**src/rtl/ram_dumper.sv**
```systemverilog
// rtl/ram_dumper.sv - streams CPU instruction RAM words 0..LAST_ADDR to a ready/valid consumer
//
// Purpose:
//   While a dump is in progress the CPU is frozen (PC_Hold) and each RAM word
//   is read, captured and then offered on Dump_Data until the consumer accepts it.
//   Every word costs three cycles: READ (strobe), CAPT (RAM data returns), SEND.
//
// Ports:
//   clk, reset         rising-edge clock, synchronous active-high reset
//   start              dump request, only honoured in IDLE
//   RAM_Read_Address   RAM read address (always the word counter)
//   RAM_Read_Enable    read strobe, RAM answers on RAM_Read_Data one cycle later
//   RAM_Read_Data      9-bit RAM word
//   Dump_Data          word offered to the consumer
//   Dump_Valid         Dump_Data is valid
//   Dump_Ready         consumer accepts Dump_Data this cycle
//   Dump_Last          marks the final word of the dump
//   PC_Hold            high whenever the dumper is not idle
//   done               one-cycle pulse after the final transfer
//
// Configuration:
//   DUMP_CHECKSUM_EN   when defined, an XOR checksum of all RAM words is sent
//                      as an extra final word.

module ram_dumper #(
  parameter logic [2:0] LAST_ADDR = 3'd7
) (
  input  logic       clk,
  input  logic       reset,
  input  logic       start,
  output logic [2:0] RAM_Read_Address,
  output logic       RAM_Read_Enable,
  input  logic [8:0] RAM_Read_Data,
  output logic [8:0] Dump_Data,
  output logic       Dump_Valid,
  input  logic       Dump_Ready,
  output logic       Dump_Last,
  output logic       PC_Hold,
  output logic       done
);

`ifdef DUMP_CHECKSUM_EN
  typedef enum logic [2:0] {
    IDLE  = 3'd0,
    READ  = 3'd1,
    CAPT  = 3'd2,
    SEND  = 3'd3,
    CKSUM = 3'd4,
    DONE  = 3'd5
  } state_t;
`else
  typedef enum logic [2:0] {
    IDLE  = 3'd0,
    READ  = 3'd1,
    CAPT  = 3'd2,
    SEND  = 3'd3,
    DONE  = 3'd5
  } state_t;
`endif

  state_t     state_q;
  state_t     state_d;
  logic [2:0] addr_q;
  logic [8:0] data_q;
  logic       at_last;

`ifdef DUMP_CHECKSUM_EN
  logic [8:0] acc_q;
`endif

  // The counter stops at LAST_ADDR instead of wrapping, so this is also the
  // "final RAM word" flag.
  assign at_last          = (addr_q == LAST_ADDR);
  assign RAM_Read_Address = addr_q;
  assign Dump_Data        = data_q;

  // State register
  always_ff @(posedge clk) begin
    if (reset) begin
      state_q <= IDLE;
    end else begin
      state_q <= state_d;
    end
  end

  // Next state and state-decoded outputs
  always_comb begin
    state_d         = state_q;
    RAM_Read_Enable = 1'b0;
    Dump_Valid      = 1'b0;
    Dump_Last       = 1'b0;
    done            = 1'b0;
    PC_Hold         = 1'b1;
    case (state_q)
      IDLE: begin
        PC_Hold = 1'b0;
        if (start) begin
          state_d = READ;
        end
      end
      READ: begin
        RAM_Read_Enable = 1'b1;
        state_d         = CAPT;
      end
      CAPT: begin
        state_d = SEND;
      end
      SEND: begin
        Dump_Valid = 1'b1;
`ifdef DUMP_CHECKSUM_EN
        // The checksum word, not the last RAM word, closes the dump.
        Dump_Last  = 1'b0;
`else
        Dump_Last  = at_last;
`endif
        if (Dump_Ready) begin
          if (!at_last) begin
            state_d = READ;
          end else begin
`ifdef DUMP_CHECKSUM_EN
            state_d = CKSUM;
`else
            state_d = DONE;
`endif
          end
        end
      end
`ifdef DUMP_CHECKSUM_EN
      CKSUM: begin
        Dump_Valid = 1'b1;
        Dump_Last  = 1'b1;
        if (Dump_Ready) begin
          state_d = DONE;
        end
      end
`endif
      DONE: begin
        done    = 1'b1;
        state_d = IDLE;
      end
      default: begin
        state_d = IDLE;
      end
    endcase
  end

  // Datapath: word counter, output word register and optional checksum
  always_ff @(posedge clk) begin
    if (reset) begin
      addr_q <= 3'd0;
      data_q <= 9'd0;
`ifdef DUMP_CHECKSUM_EN
      acc_q  <= 9'd0;
`endif
    end else begin
      case (state_q)
        IDLE: begin
          if (start) begin
            addr_q <= 3'd0;
`ifdef DUMP_CHECKSUM_EN
            acc_q  <= 9'd0;
`endif
          end
        end
        CAPT: begin
          data_q <= RAM_Read_Data;
        end
        SEND: begin
          if (Dump_Ready) begin
            if (!at_last) begin
              addr_q <= addr_q + 3'd1;
            end
`ifdef DUMP_CHECKSUM_EN
            acc_q <= acc_q ^ data_q;
            // Load the finished checksum straight into the output register so
            // CKSUM presents it with the same hold-until-accepted behaviour.
            if (at_last) begin
              data_q <= acc_q ^ data_q;
            end
`endif
          end
        end
        default: begin
        end
      endcase
    end
  end

endmodule

```
**config.mk**
```make
export PLATFORM = sky130hd
export DESIGN_NAME = ram_dumper
export DESIGN_NICKNAME = d
export VERILOG_FILES = /design/src/rtl/ram_dumper.sv
export SDC_FILE = /design/constraint.sdc
export NUM_CORES = 1
export LEC_CHECK = 0
export CELL_PAD_IN_SITES_DETAIL_PLACEMENT = 0
export CELL_PAD_IN_SITES_GLOBAL_PLACEMENT = 1
export CORE_AREA = 2 2 52 54
export DETAILED_ROUTE_END_ITERATION = 16
export DIE_AREA = 0 0 54 56
export GPL_ROUTABILITY_DRIVEN = 0
export PLACE_DENSITY_LB_ADDON = 0.1
export SYNTH_ARGS = -nofsm -noshare
export SYNTH_HDL_FRONTEND = slang
export SYNTH_SLANG_ARGS = --single-unit
```
**constraint.sdc**
```tcl
create_clock -name clk -period 1.6 [get_ports clk]
set_input_delay 0.48 -clock clk [delete_from_list [all_inputs] [get_ports clk]]
set_output_delay 0.48 -clock clk [all_outputs]
set_load 0.005 [all_outputs]
```
# Word-level counts from Yosys, hierarchy flattened
# Cells that the tools add are included.
dict set report word_totals {
  register_bits 15
  rom_bits 0
  latchBits 0
  inputBits 13
  mem_bits_rw 0
  memories 0
  out_inout_bits 17
}
dict set report classes {
  mul 0
  shifts 0
  n_addsub 1
  n_lt_le_gt_ge 0
  eq_ne 8
  n_div 0
  bitwise_logic 0
  reduce_logical 4
  muxes 13
}
# cell n
set op_table {}
lappend op_table {{$mux W3} 6}
lappend op_table {{$pmux W3 S4} 1}
lappend op_table {{$eq A3 B2 Y1 const B} 2}
lappend op_table {{$eq A3 B3 Y1 const B} 2}
lappend op_table {{$ne A2 B2 Y1 const B} 3}
lappend op_table {{$pmux W3 S2} 1}
lappend op_table {{$mux W1} 5}
lappend op_table {{$reduce_and A4 Y1} 1}
lappend op_table {{$add A3 B1 Y3 const B} 1}
lappend op_table {{$eq A3 B1 Y1 const B} 1}
lappend op_table {{$logic_not A3 Y1} 1}
lappend op_table {{$reduce_and A2 Y1} 1}
lappend op_table {{$reduce_bool A2 Y1} 1}

# Depth between registers and ports, before layout
dict set report logic_depth {
  word_depth 4
  ltp_mapped 5
  depth_no_buf 5
}

# Least setup slack after synthesis
# Ideal clock, no wire load.
dict set report synth_path {
  path_type {reg2reg}
  startpoint {register addr_q[0], in the netlist RAM_Read_Address[0]}
  endpoint {register addr_q[0], in the netlist RAM_Read_Address[0]}
  setup_slack_ns 0.199
  required_time_ns 1.526
  path_stages_with_launch 6
  arrival_time_ns 1.327
  cell_sequence {dfxtp_1 -> ha_1 -> ha_1 -> nand4b_1 -> or4_1 -> o21ai_0}
}
dict set report synth_via {
  elab_chain_cells 4
  elab_cells_between_ends 7
  cone_classes {add/sub: 1; eq/ne: 2; mux: 3; reduce/logical: 1}
}
# item line
set synth_rtl {}
lappend synth_rtl {{from (decl)} 63} ;# logic [2:0] addr_q;
lappend synth_rtl {{from (signal assigned)} 171} ;# addr_q <= addr_q + 3'd1;
lappend synth_rtl {{$add A3 B1 Y3} 171}
lappend synth_rtl {{$mux W3} 170} ;# if (!at_last) begin
lappend synth_rtl {{$mux W3} 169} ;# if (Dump_Ready) begin
lappend synth_rtl {{$pmux W3 S2} 156} ;# case (state_q)
# Several ways; a longest one is shown, not always the timed one. The select of a mux whose other input is x is not followed.
# A chain may end at the register's enable or synchronous reset.

# Worst setup path in the final report
dict set report layout_path {
  startpoint {register addr_q[1], in the netlist RAM_Read_Address[1]}
  endpoint {output port Dump_Last}
}
dict set report layout_via {
  elab_chain_cells 2
}
# item line
set layout_rtl {}
lappend layout_rtl {{$eq A3 B3 Y1} 73} ;# assign at_last = (addr_q == LAST_ADDR);
lappend layout_rtl {{$mux W1} 94} ;# case (state_q)
lappend layout_rtl {{to (decl)} 37} ;# output logic Dump_Last,
# Every way passes these cells.

==> impl_metrics.csv <==
group,metric,value,unit
worst_setup_path,cp_data_arrival_time,1160,ps
worst_setup_path,r2r_end,"RAM_Read_Address[1]$_SDFFE_PP0P_",
worst_setup_path,ff2ff_path_depth,5,
worst_setup_path,r2r_start,"state_q[1]$_SDFFE_PP0P_",
timing,drv_slew,0,
timing,rsz0062_at_grt,"true",
routing,drt_iter0_drc,1,
synth,yosysWarnings,0,
cells_and_area,drive_gt1_share,42.34,%
die,row_count,18,
timing,whs,489.1,ps
clock_network,htree_levels,1,
timing,fin_crit_sh,102.7,%
synth,synth_area_per_cell,10.17,sq um
run_status,status,"complete, but fails checks",
synth,yosysSeqAreaShare,46.15,%
cells_and_area,multi_input_area,365.4,sq um
placement,hpwlAfterDp,1175,um
timing,hold_viol,0,
synth,netlist_area,650.6,sq um
die,die_area,0.003024,sq mm
placement,post_dp_cell_area,0.001069,sq mm
global_route,grt_pass1_vias,607,
routing,post_drt_wl_per_cell,10.99,um
timing,timing.fmax,608.8,MHz
placement,placed_cells,134,
timing,fin_worst_skew,3.963,ps
synth,synth_cells,64,
routing,dr_total_vias,611,
die,fp.dieH,56,um
cells_and_area,final_nets,127,
worst_setup_path,cp-start-kind,"flop",
synth,yosysUniqueCellTypes,24,
global_route,grt_max_degree,18,
worst_setup_path,cp-endpoint,"Dump_Last",
placement,port_buffers,29,
worst_setup_path,critical_path_class,"flop to primary output",
pwr,powerDensity,667.2,mW/mm^2
worst_setup_path,cp.required,1120,ps
run_status,violations,"negative setup slack",
die,die-width,54,um
cells_and_area,area_growth,81.15,%
timing,period_needed,1642,ps
cells_and_area,regArea,317.8,sq um
die,initial_core_util,26.75,%
hold_path,hp-class,"flop to flop",
timing,tightest_slew,190.5,ps
worst_setup_path,endpoint_kind,"primary output",
clock_network,tritoncts,"yes",
synth,yosysTopAreaCellShare,46.15,%
routing,drt_wl_total,1550,um
clock_network,cts.sinks,15,
synth,synth_edf_count,0,
synth,syn-num-nets,79,
synth,ys_ff_latch,15,
worst_setup_path,cp_max_fo,2,
global_route,grt_use_total,11.97,%
die,core_area,0.002432,sq mm
global_route,overflow,0,
global_route,grt_pass1_wl,2615,um
flow_run,cap_violations,0,
worst_setup_path,crit_start,"RAM_Read_Address[1]$_SDFFE_PP0P_",
synth,async_flop_share,0,%
routing,viasPerCell,4.333,
routing,first_pass_iters,4,
clock_network,cts-buffers-inserted,3,
timing,fin_ws,-42.47,ps
clock_network,clk-insertion-delay-late,270,ps
pwr,power_leakage,0.5927,nW
clock_network,cts_hold_buffers,0,
placement,dp_worst_setup_slack,-254.2,ps
die,pin_count,30,
timing,tns,-42.47,ps
global_route,grt_antenna_before_repair,0,
worst_setup_path,reg2reg_slack,140,ps
cells_and_area,fillCellCount,238,
routing,drc,0,
clock_network,clkSlewWorstSetupHoldPaths,90,ps
routing,ant_nets,0,
clock_network,clockBufferDepth,2,
cells_and_area,n_antenna_cell,0,
synth,synth.largest_area_cell,"dfxtp_1",
synth,ys_top_cells_by_area,"dfxtp_1 (46%), mux2i_1 (17%), nor2_1 (5.8%)",
clock_network,clock-root-buffer,"clkbuf_4",
timing,slew_headroom,87.30,%
cells_and_area,stdcell_area,0.001179,sq mm
pwr,peakVddDrop,0.3890,mV
cells_and_area,layout.cells.non_filler,141,
timing,setup_viol,1,
synth,synthFlopType,"dfxtp_1",
## area by class of cell
cell class	count	area share, %
clock buffer	4	2.229
inverter	1	0.3185
multi-input combinational	44	31.00
sequential	15	26.96
tap	30	3.185
timing repair buffer	47	36.31
## cell families (layout without fill, tap and decap cells)
family	after synthesis	count (layout)	synth area share, %
muxes	11	11	16.92
adders and majority gates	2	2	3.846
AOI/OAI and AO/OA	5	5	4.616
DFF	15	15	46.15
and+or+nand+nor	26	26	23.66
buffers and inverters	5	52	4.806
## how the worst min path moves through the flow
stage                                      from                               end  cells after the start  slack, ps
3_3_place_gp          Dump_Data[8]$_SDFFE_PP0P_         Dump_Data[8]$_SDFFE_PP0P_                      2        470
5_1_grt               Dump_Data[5]$_SDFFE_PP0P_         Dump_Data[5]$_SDFFE_PP0P_                      2        520
4_1_cts               Dump_Data[4]$_SDFFE_PP0P_         Dump_Data[4]$_SDFFE_PP0P_                      2        500
3_5_place_dp          Dump_Data[4]$_SDFFE_PP0P_         Dump_Data[4]$_SDFFE_PP0P_                      2        480
6_report              Dump_Data[4]$_SDFFE_PP0P_         Dump_Data[4]$_SDFFE_PP0P_                      2        490
2_1_floorplan  RAM_Read_Address[1]$_SDFFE_PP0P_  RAM_Read_Address[1]$_SDFFE_PP0P_                      2        480
## cells in the final DEF, fill, tap and decap left out, types with 2 or more instances in the layout
master / n
buf_4: 17
o21ai_0: 2
dlygate4sd2_1: 6
nand3b_1: 2
dfxtp_2: 11
nor2_1: 10
buf_6: 4
dfxtp_1: 3
clkdlybuf4s50_1: 12
nor3b_2: 2
clkbuf_4: 3
mux2i_1: 11
ha_4: 2
dlymetal6s2s_1: 5
buf_2: 2
nand2b_1: 3
## sequential cells by signal, indices dropped and copies added (netlist names)
signal	flops
RAM_Read_Address	3
state_q	3
Dump_Data	9
## cell usage after synthesis (all sizes together), types with 2 or more instances
| library cell | count |
|---|---|
| dfxtp | 15 |
| mux2i | 11 |
| nor2 | 10 |
| nand2b | 3 |
| a21oi | 2 |
| and3b | 2 |
| buf | 2 |
| clkbuf | 2 |
| ha | 2 |
| nand3b | 2 |
| nor3 | 2 |
| nor3b | 2 |
| o21ai | 2 |
## metrics by stage
stage | utilization [%] | total power (W)
floorplan | - | 0.0004811
global placement | 43.93 | 0.0005788
detailed placement | 43.93 | 0.0005817
CTS | 46.30 | 0.0007990
global route | 48.46 | 0.0008368
finish | 48.46 | 0.0007863
## power by group
| group | leakage [nW] | internal, W | switching, W |
|---|---|---|---|
| Combinational | 0.450 | 0.000107 | 0.0000611 |
| Sequential | 0.128 | 0.000393 | 0.0000103 |
| Clock | 0.0150 | 0.0000965 | 0.000118 |
| Total | 0.593 | 0.000597 | 0.000189 |
## routing by layer
metal	share of wire, %	up-vias	track usage, %
met2	51	13	19.34
met4	1.1	0	5.357
li1	-	319	-
met1	42	277	14.36
met5	0	-	0
met3	5.9	2	3.226
## what timing repair did
item                                    CTS  global route
endpoints found under the setup margin   17            11
setup buffers                             1             2
pin swaps                                 0             2
resized for setup                        47            11
## critical path, stage by stage, from the launching register on
cell,delay (ps)
dfxtp_2,350
ha_4,160
ha_4,150
and2_4,130
buf_6,110
Power figures use the tool's default switching activity.
